**config.mk**
```make
export PLATFORM = sky130hd
export DESIGN_NAME = axi_timer_mc
export DESIGN_NICKNAME = d
export VERILOG_FILES = /design/src/rtl/axi_timer_pkg.sv /design/src/rtl/axi_timer_presc.sv /design/src/rtl/axi_timer_mc.sv
export SDC_FILE = /design/constraint.sdc
export NUM_CORES = 1
export LEC_CHECK = 0
export ABC_AREA = 1
export BUFFER_PORTS_ARGS = -buffer_cell sky130_fd_sc_hd__buf_2
export CAP_MARGIN = 20
export CORE_MARGIN = 5
export CORE_UTILIZATION = 50
export CTS_CLUSTER_DIAMETER = 60
export DETAILED_ROUTE_END_ITERATION = 7
export GPL_ROUTABILITY_DRIVEN = 0
export GPL_TIMING_DRIVEN = 1
export HOLD_SLACK_MARGIN = 0.03
export PLACE_DENSITY = 0.73
export SLEW_MARGIN = 0
export SYNTH_ARGS = -nofsm -noshare
export SYNTH_HDL_FRONTEND = slang
export SYNTH_HIERARCHICAL = 1
export SYNTH_SLANG_ARGS = --single-unit
```
**constraint.sdc**
```tcl
create_clock -name clk -period 3.5 [get_ports clk]
set_input_delay 0.175 -clock clk [delete_from_list [all_inputs] [get_ports clk]]
set_output_delay 0.175 -clock clk [all_outputs]
set_load 0.02 [all_outputs]
```
**src/rtl/axi_timer_pkg.sv**
```systemverilog
// rtl/axi_timer_pkg.sv - shared types and constants for the multi-channel AXI timer
//
// Contents: register offsets, channel block layout, AXI request/response
// structs, pending-request record, control-field struct, register selector
// and the byte-strobe merge helper.

package axi_timer_pkg;

  localparam int ID_W    = 4;
  localparam int MAX_CMP = 8;

  localparam logic [15:0] OFF_MTIME_LO   = 16'h0000;
  localparam logic [15:0] OFF_MTIME_HI   = 16'h0004;
  localparam logic [15:0] OFF_CTRL       = 16'h0008;
  localparam logic [15:0] OFF_PRESC      = 16'h000C;
  localparam logic [15:0] OFF_IRQ_STATUS = 16'h0010;
  localparam logic [15:0] OFF_IRQ_EN     = 16'h0014;
  localparam logic [15:0] CH_BASE        = 16'h0040;
  localparam logic [15:0] CH_STRIDE      = 16'h0010;
  localparam logic [15:0] CH_END         = CH_BASE + 16'(MAX_CMP) * CH_STRIDE;

  // Offsets inside one channel block
  localparam logic [3:0] OFF_CMP_LO = 4'h0;
  localparam logic [3:0] OFF_CMP_HI = 4'h4;
  localparam logic [3:0] OFF_PERIOD = 4'h8;

  localparam logic [1:0] RESP_OKAY   = 2'b00;
  localparam logic [1:0] RESP_SLVERR = 2'b10;

  typedef struct packed {
    logic en;
    logic clr;
  } ctrl_t;

  typedef struct packed {
    logic            vld;
    logic [15:0]     addr;
    logic [ID_W-1:0] id;
  } pend_t;

  typedef enum logic [3:0] {
    SEL_NONE,
    SEL_MTIME_LO,
    SEL_MTIME_HI,
    SEL_CTRL,
    SEL_PRESC,
    SEL_STATUS,
    SEL_IRQ_EN,
    SEL_CMP_LO,
    SEL_CMP_HI,
    SEL_PERIOD
  } reg_sel_e;

  typedef struct packed {
    reg_sel_e   sel;
    logic [2:0] ch;
  } reg_dec_t;

  typedef struct packed {
    logic [ID_W-1:0] awid;
    logic [31:0]     awaddr;
    logic            awvalid;
    logic [31:0]     wdata;
    logic [3:0]      wstrb;
    logic            wlast;
    logic            wvalid;
    logic            bready;
    logic [ID_W-1:0] arid;
    logic [31:0]     araddr;
    logic            arvalid;
    logic            rready;
  } s_axi_mosi_t;

  typedef struct packed {
    logic            awready;
    logic            wready;
    logic [ID_W-1:0] bid;
    logic [1:0]      bresp;
    logic            bvalid;
    logic            arready;
    logic [ID_W-1:0] rid;
    logic [31:0]     rdata;
    logic [1:0]      rresp;
    logic            rlast;
    logic            rvalid;
  } s_axi_miso_t;

  // Replace only the bytes whose strobe bit is set
  function automatic logic [31:0] wmerge(input logic [31:0] old_val,
                                         input logic [31:0] new_val,
                                         input logic [3:0]  strb);
    logic [31:0] r;
    r = old_val;
    for (int b = 0; b < 4; b++) begin
      if (strb[b]) r[8*b +: 8] = new_val[8*b +: 8];
    end
    return r;
  endfunction

endpackage

```
**src/rtl/axi_timer_presc.sv**
```systemverilog
// rtl/axi_timer_presc.sv - prescaler producing the mtime tick
//
// Ports:
//   clk, rst  - clock, synchronous active-high reset
//   en_i      - counting enable; when low the counter is frozen
//   presc_i   - terminal count; tick fires when the counter equals it
//   clr_i     - returns the counter to 0 (CLR or a PRESC write)
//   tick_o    - one-cycle tick advancing mtime

module axi_timer_presc #(
  parameter int PRESC_W = 16
) (
  input  logic               clk,
  input  logic               rst,
  input  logic               en_i,
  input  logic [PRESC_W-1:0] presc_i,
  input  logic               clr_i,
  output logic               tick_o
);

  logic [PRESC_W-1:0] cnt_q, cnt_d;

  assign tick_o = en_i & (cnt_q == presc_i);

  always_comb begin
    cnt_d = cnt_q;
    if (clr_i) begin
      cnt_d = '0;
    end else if (en_i) begin
      cnt_d = tick_o ? '0 : cnt_q + PRESC_W'(1);
    end
  end

  always_ff @(posedge clk) begin
    if (rst) cnt_q <= '0;
    else     cnt_q <= cnt_d;
  end

endmodule

```
**src/rtl/axi_timer_mc.sv**
```systemverilog
// rtl/axi_timer_mc.sv - multi-channel prescaled 64-bit machine timer, AXI4 slave
//
// Build option: define AXI_TIMER_AUTORELOAD_EN to add the per-channel PERIOD
// register and compare auto-reload; otherwise PERIOD offsets are unmapped.
//
// Ports:
//   clk, rst         - clock, synchronous active-high reset
//   axi_mosi         - AXI4 slave request channels (AW, W, B ready, AR, R ready)
//   axi_miso         - AXI4 slave response channels
//   timer_irq_o      - per-channel level interrupt (status & IRQ_EN)
//   timer_irq_any_o  - OR of timer_irq_o

module axi_timer_mc
  import axi_timer_pkg::*;
#(
  parameter logic [31:0] BASE_ADDR = 32'h0,
  parameter int          NUM_CMP   = 2,
  parameter int          PRESC_W   = 16
) (
  input  logic               clk,
  input  logic               rst,
  input  s_axi_mosi_t        axi_mosi,
  output s_axi_miso_t        axi_miso,
  output logic [NUM_CMP-1:0] timer_irq_o,
  output logic               timer_irq_any_o
);

  logic [63:0]        mtime_q, mtime_d;
  logic [63:0]        cmp_q [NUM_CMP];
  logic [63:0]        cmp_d [NUM_CMP];
`ifdef AXI_TIMER_AUTORELOAD_EN
  logic [31:0]        period_q [NUM_CMP];
  logic [31:0]        period_d [NUM_CMP];
`endif
  logic               en_q, en_d;
  logic [PRESC_W-1:0] presc_q, presc_d;
  logic [NUM_CMP-1:0] irq_en_q, irq_en_d;
  logic [NUM_CMP-1:0] status;

  pend_t              aw_q, aw_d, ar_q, ar_d;
  logic               bvalid_q, bvalid_d;
  logic [1:0]         bresp_q, bresp_d;
  logic [ID_W-1:0]    bid_q, bid_d;

  logic               tick, wr_fire, presc_wr, awready, arready;
  ctrl_t              ctrl_w;
  reg_dec_t           wdec, rdec;
  logic [31:0]        rdata;
  logic               unused_ok;

  assign unused_ok = ^{axi_mosi.awaddr[31:16], axi_mosi.araddr[31:16], axi_mosi.wlast};

  function automatic reg_dec_t decode(input logic [15:0] off);
    reg_dec_t d;
    d.sel = SEL_NONE;
    d.ch  = 3'((off - CH_BASE) >> 4);
    if (off[1:0] == 2'b00) begin
      case (off)
        OFF_MTIME_LO:   d.sel = SEL_MTIME_LO;
        OFF_MTIME_HI:   d.sel = SEL_MTIME_HI;
        OFF_CTRL:       d.sel = SEL_CTRL;
        OFF_PRESC:      d.sel = SEL_PRESC;
        OFF_IRQ_STATUS: d.sel = SEL_STATUS;
        OFF_IRQ_EN:     d.sel = SEL_IRQ_EN;
        default: begin
          if (off >= CH_BASE && off < CH_END && 32'(d.ch) < NUM_CMP) begin
            case (off[3:0])
              OFF_CMP_LO: d.sel = SEL_CMP_LO;
              OFF_CMP_HI: d.sel = SEL_CMP_HI;
`ifdef AXI_TIMER_AUTORELOAD_EN
              OFF_PERIOD: d.sel = SEL_PERIOD;
`endif
              default:    d.sel = SEL_NONE;
            endcase
          end
        end
      endcase
    end
    return d;
  endfunction

  assign wdec    = decode(aw_q.addr);
  assign rdec    = decode(ar_q.addr);
  // W is only accepted once AW is latched, so same-cycle AW+W takes AW first
  assign wr_fire = aw_q.vld & axi_mosi.wvalid;
  assign awready = ~aw_q.vld & ~bvalid_q;
  assign arready = ~ar_q.vld;

  axi_timer_presc #(.PRESC_W(PRESC_W)) u_presc (
    .clk     (clk),
    .rst     (rst),
    .en_i    (en_q),
    .presc_i (presc_q),
    .clr_i   (ctrl_w.clr | presc_wr),
    .tick_o  (tick)
  );

  always_comb begin
    status = '0;
    for (int i = 0; i < NUM_CMP; i++) status[i] = (mtime_q >= cmp_q[i]);
  end

  assign timer_irq_o     = status & irq_en_q;
  assign timer_irq_any_o = |timer_irq_o;

  // Register write path
  always_comb begin
    mtime_d  = tick ? mtime_q + 64'd1 : mtime_q;
    en_d     = en_q;
    presc_d  = presc_q;
    irq_en_d = irq_en_q;
    cmp_d    = cmp_q;
`ifdef AXI_TIMER_AUTORELOAD_EN
    period_d = period_q;
`endif
    ctrl_w   = '0;
    presc_wr = 1'b0;

    if (wr_fire) begin
      case (wdec.sel)
        SEL_MTIME_LO: mtime_d = {mtime_q[63:32], wmerge(mtime_q[31:0], axi_mosi.wdata, axi_mosi.wstrb)};
        SEL_MTIME_HI: mtime_d = {wmerge(mtime_q[63:32], axi_mosi.wdata, axi_mosi.wstrb), mtime_q[31:0]};
        SEL_CTRL: begin
          ctrl_w.en  = axi_mosi.wstrb[0] ? axi_mosi.wdata[0] : en_q;
          ctrl_w.clr = axi_mosi.wstrb[0] & axi_mosi.wdata[1];
          en_d       = ctrl_w.en;
        end
        SEL_PRESC: begin
          presc_d  = PRESC_W'(wmerge(32'(presc_q), axi_mosi.wdata, axi_mosi.wstrb));
          presc_wr = 1'b1;
        end
        SEL_IRQ_EN: irq_en_d = NUM_CMP'(wmerge(32'(irq_en_q), axi_mosi.wdata, axi_mosi.wstrb));
        default: ;
      endcase
    end

    for (int i = 0; i < NUM_CMP; i++) begin
`ifdef AXI_TIMER_AUTORELOAD_EN
      if (status[i] && period_q[i] != 32'd0 && tick) begin
        cmp_d[i] = cmp_q[i] + {32'd0, period_q[i]};
      end
      if (wr_fire && wdec.ch == 3'(i) && wdec.sel == SEL_PERIOD) begin
        period_d[i] = wmerge(period_q[i], axi_mosi.wdata, axi_mosi.wstrb);
      end
`endif
      // A software compare write overrides any reload computed above
      if (wr_fire && wdec.ch == 3'(i) && wdec.sel == SEL_CMP_LO) begin
        cmp_d[i] = {cmp_q[i][63:32], wmerge(cmp_q[i][31:0], axi_mosi.wdata, axi_mosi.wstrb)};
      end
      if (wr_fire && wdec.ch == 3'(i) && wdec.sel == SEL_CMP_HI) begin
        cmp_d[i] = {wmerge(cmp_q[i][63:32], axi_mosi.wdata, axi_mosi.wstrb), cmp_q[i][31:0]};
      end
    end

    if (ctrl_w.clr) mtime_d = '0;
  end

  // Handshake bookkeeping: one outstanding write and one outstanding read
  always_comb begin
    aw_d     = aw_q;
    ar_d     = ar_q;
    bvalid_d = bvalid_q;
    bresp_d  = bresp_q;
    bid_d    = bid_q;
    if (axi_mosi.awvalid && awready) begin
      aw_d.vld  = 1'b1;
      aw_d.addr = axi_mosi.awaddr[15:0] - BASE_ADDR[15:0];
      aw_d.id   = axi_mosi.awid;
    end
    if (wr_fire) begin
      aw_d.vld = 1'b0;
      bvalid_d = 1'b1;
      bresp_d  = (wdec.sel == SEL_NONE) ? RESP_SLVERR : RESP_OKAY;
      bid_d    = aw_q.id;
    end else if (bvalid_q && axi_mosi.bready) begin
      bvalid_d = 1'b0;
    end
    if (axi_mosi.arvalid && arready) begin
      ar_d.vld  = 1'b1;
      ar_d.addr = axi_mosi.araddr[15:0] - BASE_ADDR[15:0];
      ar_d.id   = axi_mosi.arid;
    end else if (ar_q.vld && axi_mosi.rready) begin
      ar_d.vld = 1'b0;
    end
  end

  // Read data follows the live registers for as long as rvalid is held
  always_comb begin
    rdata = '0;
    case (rdec.sel)
      SEL_MTIME_LO: rdata = mtime_q[31:0];
      SEL_MTIME_HI: rdata = mtime_q[63:32];
      SEL_CTRL:     rdata = {31'd0, en_q};
      SEL_PRESC:    rdata = 32'(presc_q);
      SEL_STATUS:   rdata = 32'(status);
      SEL_IRQ_EN:   rdata = 32'(irq_en_q);
      SEL_CMP_LO, SEL_CMP_HI: begin
        for (int i = 0; i < NUM_CMP; i++) begin
          if (rdec.ch == 3'(i)) rdata = (rdec.sel == SEL_CMP_LO) ? cmp_q[i][31:0] : cmp_q[i][63:32];
        end
      end
`ifdef AXI_TIMER_AUTORELOAD_EN
      SEL_PERIOD: begin
        for (int i = 0; i < NUM_CMP; i++) begin
          if (rdec.ch == 3'(i)) rdata = period_q[i];
        end
      end
`endif
      default: rdata = '0;
    endcase
    if (!ar_q.vld) rdata = '0;
  end

  always_comb begin
    axi_miso         = '0;
    axi_miso.awready = awready;
    axi_miso.wready  = aw_q.vld;
    axi_miso.bid     = bid_q;
    axi_miso.bresp   = bresp_q;
    axi_miso.bvalid  = bvalid_q;
    axi_miso.arready = arready;
    axi_miso.rid     = ar_q.id;
    axi_miso.rdata   = rdata;
    axi_miso.rresp   = (ar_q.vld && rdec.sel == SEL_NONE) ? RESP_SLVERR : RESP_OKAY;
    axi_miso.rlast   = ar_q.vld;
    axi_miso.rvalid  = ar_q.vld;
  end

  always_ff @(posedge clk) begin
    if (rst) begin
      mtime_q  <= '0;
      en_q     <= 1'b1;
      presc_q  <= '0;
      irq_en_q <= '1;
      for (int i = 0; i < NUM_CMP; i++) begin
        cmp_q[i] <= '1;
`ifdef AXI_TIMER_AUTORELOAD_EN
        period_q[i] <= '0;
`endif
      end
      aw_q     <= '0;
      ar_q     <= '0;
      bvalid_q <= 1'b0;
      bresp_q  <= RESP_OKAY;
      bid_q    <= '0;
    end else begin
      mtime_q  <= mtime_d;
      en_q     <= en_d;
      presc_q  <= presc_d;
      irq_en_q <= irq_en_d;
      cmp_q    <= cmp_d;
`ifdef AXI_TIMER_AUTORELOAD_EN
      period_q <= period_d;
`endif
      aw_q     <= aw_d;
      ar_q     <= ar_d;
      bvalid_q <= bvalid_d;
      bresp_q  <= bresp_d;
      bid_q    <= bid_d;
    end
  end

endmodule

```
Word level (Yosys, flattened, before mapping)

Cells that the tools add are included.

Output and inout bits: 53
Input bits: 116
Logic and storage cells: 206
Register bits after elaboration: 276

Eq/ne operators: 40
Reductions and logical operators: 60
Multiplexer cells: 45
Bitwise gates (word level): 11
$add $sub $neg: 4
Order comparisons: 8

Operators with widths:

| kind                  | number |
|---|---|
| $mux 64               | 4 |
| $mux 32               | 7 |
| $pmux 32 s7           | 1 |
| $ge 64x64->1          | 2 |
| $pmux 64 s2           | 1 |
| $mux 8                | 12 |
| $add 64x1->64 const B | 1 |
| $eq 16x4->1 const B   | 4 |
| $eq 16x5->1 const B   | 4 |
| $pmux 4 s6            | 2 |
| $eq 4x3->1 const B    | 9 |
| $reduce_and 2->1      | 17 |
| $reduce_and 3->1      | 11 |
| $eq 16x3->1 const B   | 2 |
| $ge 16x7->1 const B   | 2 |
| $logic_not 16->1      | 2 |
| $lt 16x8->1 const B   | 2 |
| $ne 3x3->1 const B    | 8 |
| $add 16x1->16 const B | 1 |
| $eq 16x16->1          | 1 |
| $eq 4x2->1 const B    | 4 |
| $logic_not 4->1       | 4 |
| $mux 16               | 1 |
| $mux 4                | 4 |
| other kinds (18)      | 62 |

Depth between registers and ports, before layout

Gate-level depths: netlist of the first run.

Word-level depth: 12
Mapped depth: 23
Mapped depth without buffers: 22

By module

The synthesis of the first run kept the hierarchy.

Modules (own cells, without submodules):

| module          | area each (um^2) | cells an instance | instances |
|---|---|---|---|
| axi_timer_mc    | 17609.4          | 2528              | 1 |
| axi_timer_presc | 1211.2           | 206               | 1 |

Worst setup path before layout of the first run

Ideal clock, no wire load.

Path type: reg-to-reg
Start point: register u_presc.cnt_q[12]
End point: register mtime_q[63]
Slack: 1.049 ns
Required time: 3.381 ns
Library setup time: 0.119 ns
Stages on the path, launching flop included: 21
Period minus slack after synthesis: 2.451 ns
Arrival: 2.331 ns
Cell sequence: dfxtp_1 > inv_2 > nand2_1 > nand2_1 > nor4_1 > nand2_1 > nor2_1 > buf_4 > inv_4 > nor2_4 > nand2_2 > nor2_2 > nand3_2 > nor2_4 > nand3_2 > nor2_2 > nand2_2 > nor2_1 > nand3_1 > nand3_1 > a21oi_1

Longest elaborated chain between the ends: 5

Ends and longest elaborated chain:

| what                   | line                  | RTL |
|---|---|---|
| from (decl)            | axi_timer_presc.sv:21 | `logic [PRESC_W-1:0] cnt_q, cnt_d;` |
| from (signal assigned) | axi_timer_presc.sv:36 | `else cnt_q <= cnt_d;` |
| $eq 16x16->1 (*)       | axi_timer_presc.sv:23 | `assign tick_o = en_i & (cnt_q == presc_i);` |
| $and 1x1->1 (*)        | axi_timer_presc.sv:23 |  |
| named net tick         | axi_timer_mc.sv:45    | `logic tick, wr_fire, presc_wr, awready, arready;` |
| $mux 64 (*)            | axi_timer_mc.sv:108   | `mtime_d = tick ? mtime_q + 64'd1 : mtime_q;` |
| $pmux 64 s2            | axi_timer_mc.sv:120   | `case (wdec.sel)` |
| $mux 64 (*)            | axi_timer_mc.sv:119   | `if (wr_fire) begin` |
| to (signal assigned)   | axi_timer_mc.sv:247   | `mtime_q <= mtime_d;` |
| to (decl)              | axi_timer_mc.sv:28    | `logic [63:0] mtime_q, mtime_d;` |

Mark *: on every way through the listed nets, which the timed path passes. The rest lies on a longest branch.
A chain may end at the register's enable or synchronous reset.

==> flow_summary.toml, run 1 <==
[run_status]
outcome = "completed"

[floorplanning]
initial_core_util = 0.503
dieWidth_um = 204
core-area_sq_mm = 0.0374
ios = 169
fp.dieH_um = 204
placement_rows = 71
die_area_sq_mm = 0.0416

[sta]
max_freq_ghz = 0.294
setup_viol = 0
drv_slew = 0
whs_ps = 47.8
min_period_ps = 3400
worst_slack_ps = 97.2
slew_headroom = 0.308
worstMarginPinSlew_ps = 1040
finClkSkew_ps = 29.9
hold_viol = 0
fin_crit_sh = 0.972

[worst_setup_path]
cp_max_fo = 23
path_class = "register to output pin"
worst_ep_required_time_ps = 3320
max_stage_delay_ps = 420
cpMostUsedCell = "nand2_1"
worst_path_max_delay_cell = "dfxtp_1"
worstSetupEndpointType = "output pin"
critPathLaunchType = "register"
crit_chain = "nor2_1, nand2_2, nor2_1, nand2_1, nand2_1, nor2_2, nand2_1, nand2_2, nand2_1, nor2_2, nand2_1, nand2_4, buf_12, nand2_1, a21oi_2, buf_2"
cp_data_arrival_time_ps = 3230

[synth]
synthFlopType = "dfxtp_1"
synth.avg_cell_area_sq_um = 6.88
ys_seq_area_frac = 0.293
yosysTopAreaCellShare = 0.293
synth_edf_count = 0
syn-cell-area_sq_mm = 0.0188
async_reset_ff_frac = 0
synthTopCellsByArea = "dfxtp_1, nand2_1, ha_1, inv_1, o21ai_0"
yosys-top-cells-count = "nand2_1, inv_1, dfxtp_1"
synth_cells = 2734
synth.distinct_cells = 62
synth_seq_cells = 275
yosysWarningCount = 6
yosys.area.top_type = "dfxtp_1"
yosysMostFrequentCell = "nand2_1"

[clocking]
cts_tree = "built"
clkSinkCount = 275
root_buffer = "clkbuf_16"
clk_latency_ps = 550
clock_path_buffers = 3
clkTransAtPathRegs_ps = 60
numCtsBuffers = 35
htreeDepth = 2

[route]
ant_nets = 0
totalWireLength_mm = 67.0
wl_per_cell_um = 19.5
vias = 20348
remaining_drc_errors = 0
first_pass_iters = 6
drtIter0Drc = 2327
viasPerCell = 5.91

[power]
internal-power_w = 0.00546
vdd_drop_max_uv = 345
p_clk_frac = 0.463
leakagePower_nw = 10.8
power_density_mw_per_mm2 = 344
swShare = 0.271
p_comb_frac = 0.103
pwr-share-seq = 0.434
p_switching_w = 0.00203

[final_layout]
drive_gt1_frac = 0.135
nNetsFinal = 3151
areaGrowthSynthToFinish_pct = 15.7
fill_cells = 3428
final_cell_area_sq_mm = 0.0218
finalNonFillerCells = 3444

[global_routing]
grt_pass1_vias = 19348
grt_max_degree = 80
grt_first_pass_wirelength_mm = 104
grt-ovfl-total = 0
gr-usage-all-layers = 0.310
antenna_found_initial = 3

[placement]
dpl.hpwl_mm = 49.2
portBuffers = 133
post-place-ws_ps = 538
placed_area_sq_mm = 0.0199
placed_cells = 3300

[min_path]
min_path_type = "primary input to register"

[job]
maxCapViolCount = 0
placed cells by master, fill, tap and decap left out, types with 46 or more instances in the layout:
cell           instances
buf_2                133
dfxtp_1              275
o211ai_2              64
nor2_1               230
o21ai_0              234
inv_1                364
ha_1                 130
dlygate4sd3_1         75
nand4_1               48
a31oi_1               46
nand2_1              564
nand3_1              102
a21oi_1              219
logic make-up (layout without fill, tap and decap cells):
family,count (synthesis),in the layout,synth area share
xor+xnor,45,45,0.0209
other cells,1,6,0.000199
fa+ha+maj,130,130,0.0864
simple gates,1083,1084,0.253
flops,275,275,0.293
buf+inv,494,687,0.109
compound gates,706,706,0.238
metal layers:
metal | global-route usage | vias to the layer above | part of all wire
li1 | - | 9545 | -
met1 | 0.398 | 9357 | 0.40
met2 | 0.501 | 1157 | 0.44
met3 | 0.0678 | 285 | 0.11
met4 | 0.143 | 4 | 0.055
met5 | 0 | - | 0.00042
power by group through the flow:
stage / Clock [W] / Combinational [W] / Sequential (W)
2_1_floorplan: 0 / 0.000441 / 0.00331
3_3_place_gp: 0 / 0.000653 / 0.00331
3_5_place_dp: 0 / 0.000669 / 0.00332
4_1_cts: 0.00348 / 0.000739 / 0.00325
5_1_grt: 0.00364 / 0.000831 / 0.00326
6_report: 0.00347 / 0.000773 / 0.00325
path summary, 6_finish.rpt:
path           startpoint            to  slack, ps  cells past startpoint
max               ar_q[7]  axi_miso[12]        100                     16
min          axi_mosi[54]    presc_q[9]         50                      3
max reg2reg   presc_q[11]   mtime_q[53]        260                     21
min reg2reg       aw_q[4]       aw_q[4]        460                      2
area by class of cell:
type | instances | area (sq um) | area share
tap | 511 | 639 | 0.0294
timing repair buffer | 249 | 1790 | 0.0821
multi-input combinational | 1967 | 11300 | 0.520
clock buffer | 47 | 961 | 0.0441
antenna | 4 | 10.0 | 0.000460
sequential | 275 | 5510 | 0.253
inverter | 377 | 1420 | 0.0652
clock inverter | 14 | 120 | 0.00552
stage by stage:
stage                     utilization  power (W)  TNS [ps]
after floorplan                     -    0.00375         0
after global placement          0.531    0.00397         0
after detailed placement        0.531    0.00399         0
after CTS                       0.580    0.00747         0
after global routing            0.582    0.00773     -8.42
final                           0.582    0.00750         0
flip-flops by register name, indices dropped and copies added (netlist names):
| name | count |
|---|---|
| en_q | 1 |
| mtime_q | 64 |
| u_presc/cnt_q | 16 |
| irq_en_q | 2 |
| bid_q | 4 |
| axi_miso | 6 |
| bresp_q | 1 |
| bvalid_q | 1 |
| cmp_q | 128 |
| presc_q | 16 |
| aw_q | 20 |
| ar_q | 16 |
critical path: cells and delay by family, from the launching register on:
kind	cells	cell delay [ps]
and+or+nand+nor	13	1550
buffers and inverters	2	440
DFF	1	420
AOI/OAI and AO/OA	1	270
timing repair:
action	4_1_cts	5_1_grt
endpoints found under the setup margin	1	18
hold buffers	75	0
resized for setup	1	6
pin swaps	0	2
buffers inserted	0	3
gates cloned	0	1
hold endpoints to repair	89	0
Power figures use the tool's default switching activity.
==> inputs of run 2 (changes only) <==
==> constraint.sdc (replaced) <==
create_clock -name clk -period 3.5 [get_ports clk]
set_input_delay 0.175 -clock clk [delete_from_list [all_inputs] [get_ports clk]]
set_output_delay 0.175 -clock clk [all_outputs]
set_load 0.005 [all_outputs]
==> run 2 against run 1 <==
Net effect: critical path depth down 3; worst hold slack gained 130 ps; flip-flop and latch count unchanged; power grew 2.1%; design area is 0.10% lower; register-to-register slack better by 100 ps; die area did not move; fmax rose by 2.3%; routed wire length is 1.7% lower.
==> flow_summary.toml, run 2 (synthesized netlist as in run 1, its figures left out) <==
[run_status]
outcome = "completed"

[power]
vdd_drop_max_uv = 244
power_density_mw_per_mm2 = 352
leakagePower_nw = 10.7

[clocking]
numCtsBuffers = 35
clkTransAtPathRegs_ps = 60
htreeDepth = 2
cts_tree = "built"
clkSinkCount = 275
clock_path_buffers = 3
root_buffer = "clkbuf_16"
clk_latency_ps = 530

[worst_setup_path]
cp_data_arrival_time_ps = 3150
worstSetupEndpointType = "output pin"
cp_num_buf_inv = 2
worst_ep_required_time_ps = 3320
crit_family = "simple AND/OR/NAND/NOR gates"
max_stage_delay_ps = 410
cpMostUsedCell = "nand2_1"
r2r_cells = 20
crit_chain = "ha_1, nand2_1, nor2_1, nand2_1, nor4_1, buf_4, nand2_1, nand2_1, nand2_1, nand3_1, nand2_1, a21oi_1, buf_2"
path_depth = 13
worst_path_max_delay_cell = "dfxtp_1"
cp_max_fo = 6
critPathLaunchType = "register"
path_class = "register to output pin"

[route]
maxUsedRoutingLayer = "met5"
wl_per_cell_um = 19.2
remaining_drc_errors = 0
first_pass_iters = 6
wl_met3_mm = 6.55
drtIter0Drc = 2395
totalWireLength_mm = 65.9
dr_wl_met2_mm = 29.0
vias = 20221
viasPerCell = 5.89
ant_nets = 0
met1_length_mm = 26.6

[sta]
setup_tns_ps = 0
setup_viol = 0
whs_ps = 174
fin_crit_sh = 0.950
drv_slew = 0
hold_viol = 0
min_period_ps = 3330
slew_headroom = 0.378
rsz0062_at_grt = "no"
worstMarginPinSlew_ps = 927
max_freq_ghz = 0.301
finClkSkew_ps = 15.8

[final_layout]
reg_top3 = "cmp_q (128), mtime_q (64), aw_q (20)"
regMostFlops = "cmp_q"
most-common-layout-cells = "nand2_1, inv_1, dfxtp_1, o21ai_0, nor2_1"
final_common_cell = "nand2_1"
areaGrowthSynthToFinish_pct = 15.5
nNetsFinal = 3140
largest_reg_flops = 128
fill_cells = 3419
drive_gt1_frac = 0.132

[global_routing]
grt_first_pass_wirelength_mm = 103
grt_max_degree = 95
antenna_found_initial = 4
grt_pass1_vias = 19222
gr-usage-all-layers = 0.306
grt-ovfl-total = 0

[floorplanning]
placement_rows = 71
core-area_sq_mm = 0.0374
initial_core_util = 0.503
fp.dieH_um = 204
dieWidth_um = 204
die_area_sq_mm = 0.0416
ios = 169

[job]
maxCapViolCount = 0

[min_path]
worstHoldPathCells = 4
min_path_type = "primary input to register"

[placement]
dpl.hpwl_mm = 49.1
portBuffers = 133
==> run 2: cell count changes in the layout (fill, tap and decap cells not counted), sizes merged <==
cell / before / now
bufinv: 1 / 3
nor2: 269 / 268
clkinv: 8 / 6
diode: 4 / 3
buf: 174 / 165
inv: 381 / 380
dlygate4sd3: 75 / 74
clkinvlp: 1 / 5
==> run 2: metrics by stage <==
| step | cells | setup slack (ps) | total power, W | cell area (sq um) | utilization |
|---|---|---|---|---|---|
| floorplan | 2735 | 1050 | 0.00373 | 18800 | - |
| global placement | 3294 | 525 | 0.00395 | 19800 | 0.530 |
| detailed placement | 3294 | 429 | 0.00397 | 19800 | 0.530 |
| CTS | 3432 | 113 | 0.00766 | 21700 | 0.581 |
| global route | 3434 | 7.27 | 0.00790 | 21700 | 0.581 |
| finish | 3435 | 173 | 0.00765 | 21700 | 0.581 |
==> run 2: tightest hold or removal path, delay by kind of cell <==
kind | cells | cell delay [ps]
AOI/OAI and AO/OA | 1 | 150
buffers and inverters | 2 | 290
and+or+nand+nor | 1 | 50
==> run 2: final timing paths <==
check,start,endpoint,slack [ps]
setup / recovery,mtime_q[27],axi_miso[5],170
hold / removal,axi_mosi[1],ar_q[9],170
setup reg to reg,presc_q[11],mtime_q[49],360
hold reg to reg,aw_q[4],aw_q[4],460
==> run 2: area by class of cell <==
cell class,count,area [sq um],area share
diodes,3,7.51,0.000345
clock buffers,47,971,0.0446
clock inverters,17,191,0.00880
inverters,377,1420,0.0653
multi-input cells,1966,11300,0.520
flip-flops and latches,275,5510,0.253
well taps,511,639,0.0294
repair buffers,239,1700,0.0780
==> run 2: timing repair <==
action	in CTS	in global routing
hold buffers	74	0
endpoints found under the hold margin	91	0
endpoints found under the setup margin	0	4
resized for setup	0	4
buffers inserted	0	0
==> run 2: metal layers <==
metal / vias to the layer above / global-route usage
met3: 263 / 0.0462
met4: 2 / 0.149
met5: - / 0
met1: 9298 / 0.410
met2: 1142 / 0.485
li1: 9516 / -
==> run 2: report_power, final <==
| part | internal, W | switching [W] |
|---|---|---|
| combinational | 0.000252 | 0.000488 |
| clock | 0.00219 | 0.00147 |
| sequential | 0.00319 | 0.0000615 |
